`config.mk`:
```
export PLATFORM = sky130hd
export DESIGN_NAME = ps2_host_tx
export DESIGN_NICKNAME = d
export VERILOG_FILES = /design/src/rtl/ps2_pkg.sv /design/src/rtl/ps2_line_sync.sv /design/src/rtl/ps2_host_tx.sv
export SDC_FILE = /design/constraint.sdc
export NUM_CORES = 1
export LEC_CHECK = 0
export CAP_MARGIN = 10
export CORE_MARGIN = 2
export CORE_UTILIZATION = 45
export DETAILED_ROUTE_END_ITERATION = 8
export PLACE_DENSITY = 0.74
export SYNTH_ARGS = -nofsm -noshare
export SYNTH_HDL_FRONTEND = slang
export SYNTH_SLANG_ARGS = --single-unit
```
`constraint.sdc`:
```
create_clock -name clk -period 1.78 [get_ports clk]
set_input_delay 0.178 -clock clk [delete_from_list [all_inputs] [get_ports clk]]
set_output_delay 0.178 -clock clk [all_outputs]
set_load 0.03 [all_outputs]
```
`src/rtl/ps2_pkg.sv`:
```
// Shared PS/2 definitions: host-transmit FSM states, command bytes, frame geometry.
package ps2_pkg;

    typedef enum logic [2:0] {
        ST_IDLE,
        ST_INHIBIT,
        ST_REQ,
        ST_SHIFT,
        ST_ACK,
        ST_WAIT_IDLE
    } ps2_state_e;

    localparam logic [7:0] CMD_SET_LEDS = 8'hED;
    localparam logic [7:0] CMD_ENABLE   = 8'hF4;
    localparam logic [7:0] CMD_RESET    = 8'hFF;
    localparam logic [7:0] RSP_ACK      = 8'hFA;

    localparam int FRAME_BITS = 11;
    localparam int CNT_W      = 20;

endpackage

```
`src/rtl/ps2_line_sync.sv`:
```
// 2-FF synchronizer for PS2_CLK/PS2_DAT plus a registered falling-edge strobe on the clock line.
module ps2_line_sync (
    input  logic clk,
    input  logic resetn,
    input  logic clk_in,
    input  logic dat_in,
    output logic clk_s,
    output logic dat_s,
    output logic clk_fall
);

    logic [1:0] clk_ff_q;
    logic [1:0] dat_ff_q;
    logic       clk_prev_q;
    logic       fall_q;

    // Reset to the idle-high line level so leaving reset never fakes a falling edge.
    always_ff @(posedge clk or negedge resetn) begin
        if (!resetn) begin
            clk_ff_q   <= 2'b11;
            dat_ff_q   <= 2'b11;
            clk_prev_q <= 1'b1;
            fall_q     <= 1'b0;
        end else begin
            clk_ff_q   <= {clk_ff_q[0], clk_in};
            dat_ff_q   <= {dat_ff_q[0], dat_in};
            clk_prev_q <= clk_ff_q[1];
            fall_q     <= clk_prev_q & ~clk_ff_q[1];
        end
    end

    assign clk_s    = clk_ff_q[1];
    assign dat_s    = dat_ff_q[1];
    assign clk_fall = fall_q;

endmodule

```
`src/rtl/ps2_host_tx.sv`:
```
// PS/2 host-to-device command transmitter driving open-drain pull-low enables.
module ps2_host_tx
    import ps2_pkg::*;
#(
    parameter int unsigned INHIBIT_CYCLES = 6000,
    parameter int unsigned REQ_CYCLES     = 50,
    parameter int unsigned TIMEOUT_CYCLES = 1_000_000
) (
    input  logic       clk,
    input  logic       resetn,
    input  logic       send,
    input  logic [7:0] tx_byte,
    input  logic       ps2_clk_in,
    input  logic       ps2_dat_in,
    output logic       ps2_clk_oe,
    output logic       ps2_dat_oe,
    output logic       busy,
    output logic       done,
    output logic       error
);

    ps2_state_e       state_q, state_d;
    logic [CNT_W-1:0] cnt_q, cnt_d;
    logic [3:0]       bit_q, bit_d;
    logic [8:0]       data_q, data_d;
    logic             ack_q, ack_d;
    logic             clk_oe_q, clk_oe_d;
    logic             dat_oe_q, dat_oe_d;
    logic             busy_q, busy_d;
    logic             done_q, done_d;
    logic             err_q, err_d;

    logic clk_s, dat_s, clk_fall;
    logic in_frame;

    ps2_line_sync u_sync (
        .clk      (clk),
        .resetn   (resetn),
        .clk_in   (ps2_clk_in),
        .dat_in   (ps2_dat_in),
        .clk_s    (clk_s),
        .dat_s    (dat_s),
        .clk_fall (clk_fall)
    );

    assign in_frame = (state_q == ST_SHIFT) || (state_q == ST_ACK) || (state_q == ST_WAIT_IDLE);

    always_comb begin
        state_d  = state_q;
        cnt_d    = cnt_q;
        bit_d    = bit_q;
        data_d   = data_q;
        ack_d    = ack_q;
        clk_oe_d = clk_oe_q;
        dat_oe_d = dat_oe_q;
        busy_d   = busy_q;
        done_d   = 1'b0;
        err_d    = 1'b0;

        case (state_q)
            ST_IDLE: begin
                clk_oe_d = 1'b0;
                dat_oe_d = 1'b0;
                busy_d   = 1'b0;
                cnt_d    = '0;
                if (send) begin
                    data_d   = {~^tx_byte, tx_byte};
                    bit_d    = '0;
                    clk_oe_d = 1'b1;
                    busy_d   = 1'b1;
                    state_d  = ST_INHIBIT;
                end
            end
            ST_INHIBIT: begin
                cnt_d = cnt_q + 1'b1;
                if (cnt_q == CNT_W'(INHIBIT_CYCLES - 1)) begin
                    cnt_d    = '0;
                    dat_oe_d = 1'b1;
                    state_d  = ST_REQ;
                end
            end
            ST_REQ: begin
                cnt_d = cnt_q + 1'b1;
                if (cnt_q == CNT_W'(REQ_CYCLES - 1)) begin
                    cnt_d    = '0;
                    clk_oe_d = 1'b0;
                    state_d  = ST_SHIFT;
                end
            end
            ST_SHIFT: begin
                cnt_d = cnt_q + 1'b1;
                if (clk_fall) begin
                    bit_d = bit_q + 1'b1;
                    // Falls 1..9 carry data then parity; fall 10 releases data as the stop bit.
                    if (bit_q < 4'd9) begin
                        dat_oe_d = ~data_q[bit_q];
                    end else begin
                        dat_oe_d = 1'b0;
                    end
                    if (bit_q == 4'(FRAME_BITS - 2)) state_d = ST_ACK;
                end
            end
            ST_ACK: begin
                cnt_d = cnt_q + 1'b1;
                if (clk_fall) begin
                    ack_d   = dat_s;
                    state_d = ST_WAIT_IDLE;
                end
            end
            ST_WAIT_IDLE: begin
                cnt_d = cnt_q + 1'b1;
                if (clk_s && dat_s) begin
                    done_d  = ~ack_q;
                    err_d   = ack_q;
                    busy_d  = 1'b0;
                    state_d = ST_IDLE;
                end
            end
            default: state_d = ST_IDLE;
        endcase

        // Timeout overrides any completion in the same cycle, so done/error stay exclusive.
        if (in_frame && (cnt_q == CNT_W'(TIMEOUT_CYCLES - 1))) begin
            clk_oe_d = 1'b0;
            dat_oe_d = 1'b0;
            busy_d   = 1'b0;
            done_d   = 1'b0;
            err_d    = 1'b1;
            state_d  = ST_IDLE;
        end
    end

    always_ff @(posedge clk or negedge resetn) begin
        if (!resetn) begin
            state_q  <= ST_IDLE;
            cnt_q    <= '0;
            bit_q    <= '0;
            data_q   <= '0;
            ack_q    <= 1'b0;
            clk_oe_q <= 1'b0;
            dat_oe_q <= 1'b0;
            busy_q   <= 1'b0;
            done_q   <= 1'b0;
            err_q    <= 1'b0;
        end else begin
            state_q  <= state_d;
            cnt_q    <= cnt_d;
            bit_q    <= bit_d;
            data_q   <= data_d;
            ack_q    <= ack_d;
            clk_oe_q <= clk_oe_d;
            dat_oe_q <= dat_oe_d;
            busy_q   <= busy_d;
            done_q   <= done_d;
            err_q    <= err_d;
        end
    end

    assign ps2_clk_oe = clk_oe_q;
    assign ps2_dat_oe = dat_oe_q;
    assign busy       = busy_q;
    assign done       = done_q;
    assign error      = err_q;

endmodule

```
==> impl_results.md, run 1 <==
* Status: finished with violations
* Design area at 3630 um^2
* Row Count at 28
* Placed Cells at 386
* Initial antenna violation count at 0
* Yosys warns at 0
* I/O Buffers at 17
* # setup viols final at 25
* Sequential Area at 1210 um^2
* Power per standard cell area at 564 nW/um^2
* Setup ws final at -0.325 ns
* FMAX at 475 MHz
* Routability Congestion at 0.879
* Grt ovf at 0
* Least-Margin Pin Slew at 0.486 ns
* Synthesized area at 2670 um^2
* CTS max path bufs at 2
* Die W at 81.0 um
* Slew Viols, Final at 0
* Most common cell after layout, fill and taps aside: buf_4
* Syn Inst Count at 259
* Number of global-route vias before repair at 2314
* Final non-filler cell total at 405
* Dpl hpwl at 4.52 mm
* CP Launch Type: flip-flop
* Post-Route WL at 6.90 mm
* Total power at 2.05 mW
* Iter 0 DRT Violations at 171
* DR vias at 2352
* Post-Syn Nets at 277
* CTS tree: built
* Mean Syn Cell Area at 10.3 um^2
* Clk sinks at 48
* RSZ-0062 raised after global routing: yes
* Die Area at 6550 um^2
* Routed Antenna Nets at 0
* DP Area at 3230 um^2
* Root buffer cell: clkbuf_8
* Drt first pass iters at 4
* Post-synth EDFFs at 0
* NumNets Final at 347
* Clock transition at path regs at 0.09 ns
* Area grow syn2layout at 36.1%
* Die Y-Extent at 81.0 um
* Num ports at 18
* Via-per-instance ratio at 5.81
* Yosys reg bits at 48
* First-pass GRT wire length at 10.9 mm
* CP Capture Type: flip-flop
* CTS HTree Levels at 2
* Worst VDD drop at 0.344 mV
* Multi-input gate area at 1530 um^2
* Overall Global Routing Usage at 21.4%
* Most frequent cells in the layout: buf_4, dfrtp_1, nor2_1
* Starting Density at 45.8%
* Routed WL per cell at 17.0 um
* Max_cap viols at 0
* Placeable Area at 5820 um^2
* Ys async rst share at 100%
* HP Class: in -> reg
* Hold_ws at 0.273 ns
* Worst Path Max Fanout at 6
* Kind of critical path: reg -> reg
* Layout cells sized above 1 at 36.7%
* Clk_skew at 0.00849 ns
* Failing checks: negative setup slack
* Final period util at 118%
* Pleak at 1.55 nW
* Post-synthesis cell type count at 61
* Fin. Hold Viols at 0
* Clock latency on the worst-skew pair at 0.31 ns
* Sequential cell area fraction in the yosys report at 45.3%
* Slew HR at 67.3%
* Largest net degree at the start of global routing at 21
* Num CTS Buffers at 5
* Crit path time final at 2.10 ns
* Remaining design rule violation count at 0
* CP Data Required Time at 1.97 ns
* Ant. Diodes at 0
* Top FF cell, synth: dfrtp_1
* Crit path DAT at 2.30 ns
* Filler instances at 461
cell families (layout without fill, tap and decap cells):
family / Yosys count / count (layout) / share of synthesized area, %
buffers and inverters: 20 / 91 / 3.71
adder cells (fa/ha/maj): 5 / 5 / 2.35
XOR/XNOR: 20 / 20 / 6.57
AND/OR/NAND/NOR: 105 / 105 / 23.1
multiplexers: 15 / 15 / 7.14
flip-flops: 48 / 48 / 45.3
AO/OA/AOI/OAI: 46 / 46 / 11.8
through the flow:
step	TNS (ns)	util (%)	setup slack, ns
CTS	-3.22	60.2	-0.196
finish	-5.07	62.4	-0.325
global route	-6.96	62.4	-0.409
detailed placement	-3.86	55.6	-0.213
global placement	-2.16	55.6	-0.148
floorplan	-0.983	-	-0.166
per-layer routing:
| layer | part of all wire (%) | wire length, um | GRT usage, % | vias up |
|---|---|---|---|---|
| li1 | - | - | - | 1086 |
| met1 | 43 | 2940 | 28.6 | 1175 |
| met2 | 50 | 3460 | 35.5 | 69 |
| met3 | 4.0 | 273 | 3.67 | 22 |
| met4 | 3.4 | 238 | 7.12 | 0 |
| met5 | 0 | 0 | 0 | - |
timing repair:
action / 4_1_cts / 5_1_grt
resized for setup: 17 / 23
hold buffers: 1 / 0
hold endpoints to repair: 18 / 0
setup buffers: 6 / 3
endpoints found under the setup margin: 25 / 28
gates cloned: 1 / 0
pin swaps: 18 / 7
synth_stat cells, types with 5 or more instances:
library cell | number | share of area [%]
nor4_2 | 5 | 2.3
nand3_1 | 17 | 3.2
xnor2_1 | 16 | 5.3
o21ai_0 | 7 | 1.3
mux2_2 | 12 | 5.1
nand2_1 | 20 | 2.8
nor2_1 | 25 | 3.5
inv_1 | 9 | 1.3
a31oi_1 | 11 | 2.6
dfrtp_1 | 43 | 40
dfstp_2 | 5 | 4.9
ha_1 | 5 | 2.3
a21oi_1 | 6 | 1.1
sequential cells by signal, indices dropped and copies added (netlist names):
register and cells:
ack_q 1, ps2_clk_oe 1, state_q 3, u_sync.clk_prev_q 1
u_sync.clk_ff_q 2, bit_q 4, ps2_dat_oe 1, error 1
data_q 9, done 1, cnt_q 20, u_sync.dat_ff_q 2
busy 1, u_sync.clk_fall 1
power by group:
part / total [mW] / switching, mW / internal (mW)
registers: 1.11 / 0.00710 / 1.10
logic: 0.0877 / 0.0418 / 0.0459
clock network: 0.851 / 0.391 / 0.460
total: 2.05 / 0.440 / 1.61
final timing paths:
path	startpoint	endpoint	slack, ns	depth (start not counted)
worst max-delay path	cnt_q[18]$_DFFE_PN0P_	cnt_q[6]$_DFFE_PN0P_	-0.32	6
worst min-delay path	ps2_clk_in	u_sync.clk_ff_q[0]$_DFF_PN1_	0.27	1
worst max register to register	cnt_q[18]$_DFFE_PN0P_	cnt_q[6]$_DFFE_PN0P_	-0.32	6
worst min register to register	u_sync.clk_ff_q[0]$_DFF_PN1_	u_sync.clk_ff_q[1]$_DFF_PN1_	0.36	0
max in group asynchronous	resetn	u_sync.dat_ff_q[0]$_DFF_PN1_	0.81	3
min in group asynchronous	resetn	state_q[1]$_DFFE_PN0P_	0.34	2
final cells by class:
class	instances	area share, %
Clock buffer	6	2.28
Clock inverter	2	1.07
Inverter	10	1.14
Multi-Input combinational cell	191	42.3
Sequential cell	48	33.3
Tap cell	75	2.59
Timing Repair Buffer	73	17.4
critical path: stages (launching register included):
cell	delay, ns
dfrtp_1	0.39
or4_4	0.58
nor4b_4	0.40
a31oi_4	0.17
buf_6	0.18
a32oi_1	0.19
o21ai_1	0.09
Power figures use the tool's default switching activity.
==> run 2: changes to the inputs <==
==> constraint.sdc (replaced) <==
create_clock -name clk -period 1.7 [get_ports clk]
set_input_delay 0.17 -clock clk [delete_from_list [all_inputs] [get_ports clk]]
set_output_delay 0.17 -clock clk [all_outputs]
set_load 0.03 [all_outputs]
==> run 2 against run 1 <==
The flow still finishes with violations (negative setup slack). Final cell count is 0.25% lower. Flip-flop and latch count stayed put. Sequential share of layout area is 0.069 points lower. Critical path depth stayed put. Critical endpoint unchanged.
==> impl_results.md, run 2 (synthesis results as in run 1) <==
* CTS max path bufs at 2
* Starting Density at 45.8%
* Filler instances at 470
* Num CTS Buffers at 5
* Overall Global Routing Usage at 20.6%
* Root buffer cell: clkbuf_8
* # setup viols final at 26
* Worst VDD drop at 0.384 mV
* Clock transition at path regs at 0.09 ns
* Power per standard cell area at 588 nW/um^2
* CP Data Required Time at 1.89 ns
* Grt ovf at 0
* Pleak at 1.54 nW
* Routed Antenna Nets at 0
* Reg2Reg Depth at 6
* Die Area at 6550 um^2
* Final non-filler cell total at 404
* Total power at 2.14 mW
* Drt first pass iters at 4
* Biggest register: cnt_q
* Layout cells sized above 1 at 37.4%
* Number of global-route vias before repair at 2274
* RSZ-0062 raised after global routing: yes
* Remaining design rule violation count at 0
* Clock latency on the worst-skew pair at 0.31 ns
* Crit path time final at 2.01 ns
* Placed Cells at 389
* Ant. Diodes at 0
* Max reg flops at 20
* Status: finished with violations
* Placeable Area at 5820 um^2
* Worst Path Max Fanout at 12
* Area grow syn2layout at 36.4%
* Initial antenna violation count at 0
* Slew Viols, Final at 0
* DR vias at 2292
* Row Count at 28
* HP Class: in -> reg
* Kind of critical path: reg -> reg
* NumNets Final at 346
* Routed WL per cell at 16.1 um
* Hold Path Cell Cnt at 1
* Crit path DAT at 2.20 ns
* CP Capture Type: flip-flop
* Most frequent cells in the layout: dfrtp_1, buf_4, nor2_1
* Setup ws final at -0.309 ns
* Fin. Hold Viols at 0
* Iter 0 DRT Violations at 221
* Setup tns final at -5.66 ns
* Num ports at 18
* Post-Route WL at 6.51 mm
* Die W at 81.0 um
* Via-per-instance ratio at 5.67
* Dpl hpwl at 4.32 mm
* Least-Margin Pin Slew at 0.550 ns
* Failing checks: negative setup slack
* FMAX at 498 MHz
* CTS HTree Levels at 2
* Final period util at 118%
* Biggest regs: cnt_q (20), data_q (9), bit_q (4)
* Clk_skew at 0.0127 ns
* Largest net degree at the start of global routing at 49
* Clk sinks at 48
* I/O Buffers at 17
* Slew HR at 63.2%
* First-pass GRT wire length at 10.5 mm
* CP Launch Type: flip-flop
* Die Y-Extent at 81.0 um
* CTS tree: built
* Routability Congestion at 0.905
* Max_cap viols at 0
==> run 2: cell count changes in the layout (fill, tap and decap cells not counted), sizes merged <==
cell and delta:
clkinvlp -1, buf -1, clkinv +1
==> run 2: worst max-delay path, cell delays in order, from the launching register on <==
cell,delay [ns]
dfrtp_1,0.40
or4_4,0.58
nor3_4,0.24
nand4_1,0.17
buf_6,0.20
a32oi_1,0.21
o21ai_1,0.09
==> run 2: worst paths after layout <==
kind | start | endpoint | slack (ns)
max in group asynchronous | resetn | u_sync.clk_ff_q[1]$_DFF_PN1_ | 1.04
min in group asynchronous | resetn | state_q[0]$_DFFE_PN0P_ | 0.36
max reg2reg | cnt_q[18]$_DFFE_PN0P_ | cnt_q[6]$_DFFE_PN0P_ | -0.31
min | ps2_dat_in | u_sync.dat_ff_q[0]$_DFF_PN1_ | 0.27
max | cnt_q[18]$_DFFE_PN0P_ | cnt_q[6]$_DFFE_PN0P_ | -0.31
min reg2reg | u_sync.dat_ff_q[0]$_DFF_PN1_ | u_sync.dat_ff_q[1]$_DFF_PN1_ | 0.36
==> run 2: final cells by class <==
type | instances | area, um^2 | share of cell area (%)
timing repair buffer | 72 | 639 | 17.6
clock buffer | 6 | 82.6 | 2.27
tap | 75 | 93.8 | 2.58
sequential | 48 | 1210 | 33.2
inverter | 10 | 37.5 | 1.03
multi-input combinational | 191 | 1540 | 42.2
clock inverter | 2 | 38.8 | 1.07
==> run 2: metal layers <==
metal  GRT usage, %  up-vias  part of all wire, %
li1               -     1085                    -
met1           27.0     1133                   45
met2           33.3       63                   49
met3           4.11       11                  3.7
met4           8.47        0                  1.8
met5              0        -                    0
==> run 2: power by group <==
part | switching [mW] | total, mW | internal [mW]
Sequential | 0.00754 | 1.16 | 1.15
Clock | 0.401 | 0.882 | 0.481
Combinational | 0.0443 | 0.0943 | 0.0500
==> run 2: per-stage QoR <==
step / worst slack, ns / utilization, % / hold slack (ns) / cell area (um^2)
floorplan: -0.246 / - / -0.126 / 2690
global placement: -0.204 / 56.2 / 0.172 / 3270
detailed placement: -0.228 / 56.2 / 0.180 / 3270
CTS: -0.213 / 59.7 / 0.258 / 3470
global route: -0.420 / 62.5 / 0.254 / 3630
finish: -0.309 / 62.5 / 0.267 / 3630
==> run 2: timing repair <==
action / 4_1_cts / 5_1_grt
hold buffers: 1 / 0
setup buffers: 4 / 2
hold endpoints to repair: 43 / 0
setup endpoints to repair: 26 / 30
pin swaps: 6 / 11
gates resized for setup: 11 / 35
cloned: 0 / 1
==> run 3: changes to the inputs <==
--- a/config.mk
+++ b/config.mk
@@ -9,7 +9,7 @@
 export CORE_MARGIN = 2
 export CORE_UTILIZATION = 45
 export DETAILED_ROUTE_END_ITERATION = 8
-export PLACE_DENSITY = 0.74
+export PLACE_DENSITY = 0.66
 export SYNTH_ARGS = -nofsm -noshare
 export SYNTH_HDL_FRONTEND = slang
 export SYNTH_SLANG_ARGS = --single-unit
==> run 3 against run 2 <==
The run still ends with negative setup slack left. Die area unchanged. Largest power group unchanged. Non-clock buffer count increased by 5. Register-to-register slack improved by 0.05 ns. Critical endpoint is now state_q[0]$_DFFE_PN0P_. Power decreased by 3.0%. Flip-flop and latch count unchanged. Sequential power about the same. Wire length about the same. Global-route usage increased by 1.2 points. Largest cell class unchanged. Highest routed layer unchanged. Critical path depth decreased by 1. Clock power decreased by 7.0%.
==> impl_results.md, run 3 (synthesis results as in run 1) <==
* NetSw at 0.433 mW
* Grt ovf at 0
* Pleak at 1.55 nW
* Final non-filler cell total at 409
* Dpl hpwl at 4.67 mm
* Sequential Power Share at 55.9%
* Row Count at 28
* CP Launch Type: flip-flop
* Number of global-route vias before repair at 2269
* Final core occ at 62.5%
* Setup tns final at -4.92 ns
* CTS max path bufs at 2
* I/O Buffers at 17
* Setup ws final at -0.263 ns
* Ant. Diodes at 0
* Failing checks: negative setup slack
* Routed Antenna Nets at 0
* Post-Route WL at 6.52 mm
* Largest net degree at the start of global routing at 29
* Root buffer cell: clkbuf_8
* Origin of the critical flop-to-flop path: cnt_q[18]$_DFFE_PN0P_
* Power per standard cell area at 570 nW/um^2
* Max_cap viols at 0
* Iter 0 DRT Violations at 77
* Slowest CP cell: or4_4
* DP Worst Slack at -0.282 ns
* Worst Path Max Fanout at 5
* Least-Margin Pin Slew at 0.516 ns
* CTS tree: built
* WP depth at 5
* Clock transition at path regs at 0.09 ns
* Drt first pass iters at 4
* Most frequent cells in the layout: buf_4, dfrtp_1, nand2_1
* Die Y-Extent at 81.0 um
* Die Area at 6550 um^2
* Power share of the clock group at 39.5%
* Num CTS Buffers at 5
* Starting Density at 45.8%
* Most common cell after layout, fill and taps aside: buf_4
* Clock latency on the worst-skew pair at 0.30 ns
* Via-per-instance ratio at 5.50
* Num ports at 18
* Worst VDD drop at 0.451 mV
* HP Class: in -> reg
* Area grow syn2layout at 36.3%
* CP Buf/Inv Count at 0
* Total power at 2.07 mW
* Layout cells sized above 1 at 39.5%
* Crit path time final at 1.96 ns
* Peak per-stage delay on the critical path at 0.57 ns
* Crit path cell chain: or4_4, nor3_4, nand3_2, a2111o_1, o211ai_1
* Status: finished with violations
* Slew Viols, Final at 0
* Fin. Hold Viols at 0
* Capture point of the worst path: state_q[0]$_DFFE_PN0P_
* RSZ-0062 raised after global routing: yes
* Clk sinks at 48
* Max reg flops at 20
* Biggest regs: cnt_q (20), data_q (9), bit_q (4)
* CP top delay family: simple AND/OR/NAND/NOR gates
* Remaining design rule violation count at 0
* Die W at 81.0 um
* Reg2Reg Capture Point: state_q[0]$_DFFE_PN0P_
* Sw frac at 20.9%
* Routed WL per cell at 15.9 um
* Reg2Reg Depth at 5
* Initial antenna violation count at 0
* Biggest register: cnt_q
* Worst Setup SP: cnt_q[18]$_DFFE_PN0P_
* CP Capture Type: flip-flop
* CP Data Required Time at 1.91 ns
* Placeable Area at 5820 um^2
* Overall Global Routing Usage at 21.8%
* First-pass GRT wire length at 10.9 mm
* Clk_skew at 0.00800 ns
* Placed Cells at 396
* Kind of critical path: reg -> reg
* Int Power at 1.64 mW
* CTS HTree Levels at 2
* Comb pwr share at 4.5%
* FMAX at 509 MHz
* NumNets Final at 351
* Routability Congestion at 0.833
* DR vias at 2250
* # setup viols final at 26
* Final period util at 115%
* Slew HR at 65.6%
* Reg2Reg Setup Slack at -0.26 ns
* Crit path DAT at 2.17 ns
-- run 3: changes by cell type in the layout (fill, tap and decap cells not counted), moves of 2 or more --
cell,before,now
a31oi_2,3,1
buf_6,9,5
o21ai_1,2,4
a31oi_1,7,10
nor2_2,0,11
nor4b_2,1,3
buf_4,43,52
nor2_1,25,14
o21ai_2,3,1
-- run 3: repair_timing --
action,in CTS,in global routing
resized for setup,22,20
pin swaps,7,3
setup endpoints to repair,27,38
endpoints found under the hold margin,17,0
hold buffers,1,0
setup buffers,1,3
-- run 3: stage by stage --
stage	hold slack (ns)	area [um^2]
floorplan	-0.126	2690
global placement	0.171	3320
detailed placement	0.179	3320
CTS	0.258	3550
global route	0.269	3630
finish	0.268	3630
-- run 3: final cells by class --
type	count	area (um^2)
Tap cell	75	93.8
Clock buffer	6	72.6
Timing Repair Buffer	77	662
Clock inverter	2	35.0
Sequential cell	48	1210
Inverter	10	41.3
Multi-Input combinational cell	191	1520
Fill cell	494	2180
-- run 3: how the worst min path moves through the flow --
stage / from / to / slack (ns) / depth (start not counted)
3_3_place_gp: resetn / cnt_q[2]$_DFFE_PN0P_ / 0.17 / 1
5_1_grt: ps2_dat_in / u_sync.dat_ff_q[0]$_DFF_PN1_ / 0.27 / 1
2_1_floorplan: resetn / ack_q$_DFFE_PN0P_ / -0.13 / 0
3_5_place_dp: resetn / cnt_q[2]$_DFFE_PN0P_ / 0.18 / 1
4_1_cts: ps2_clk_in / u_sync.clk_ff_q[0]$_DFF_PN1_ / 0.26 / 1
6_report: ps2_clk_in / u_sync.clk_ff_q[0]$_DFF_PN1_ / 0.27 / 1
-- run 3: power groups by stage --
stage	Sequential, mW	Clock [mW]	Combinational [mW]
4_1_cts	1.16	0.850	0.0968
3_3_place_gp	1.18	0	0.0924
2_1_floorplan	1.18	0	0.0309
3_5_place_dp	1.18	0	0.0945
6_report	1.16	0.820	0.0939
5_1_grt	1.16	0.894	0.104
-- run 3: layer usage --
layer	global-route usage, %	wire length [um]
met5	0	0
met4	6.95	114
met3	4.00	190
met2	37.9	3430
met1	27.4	2780
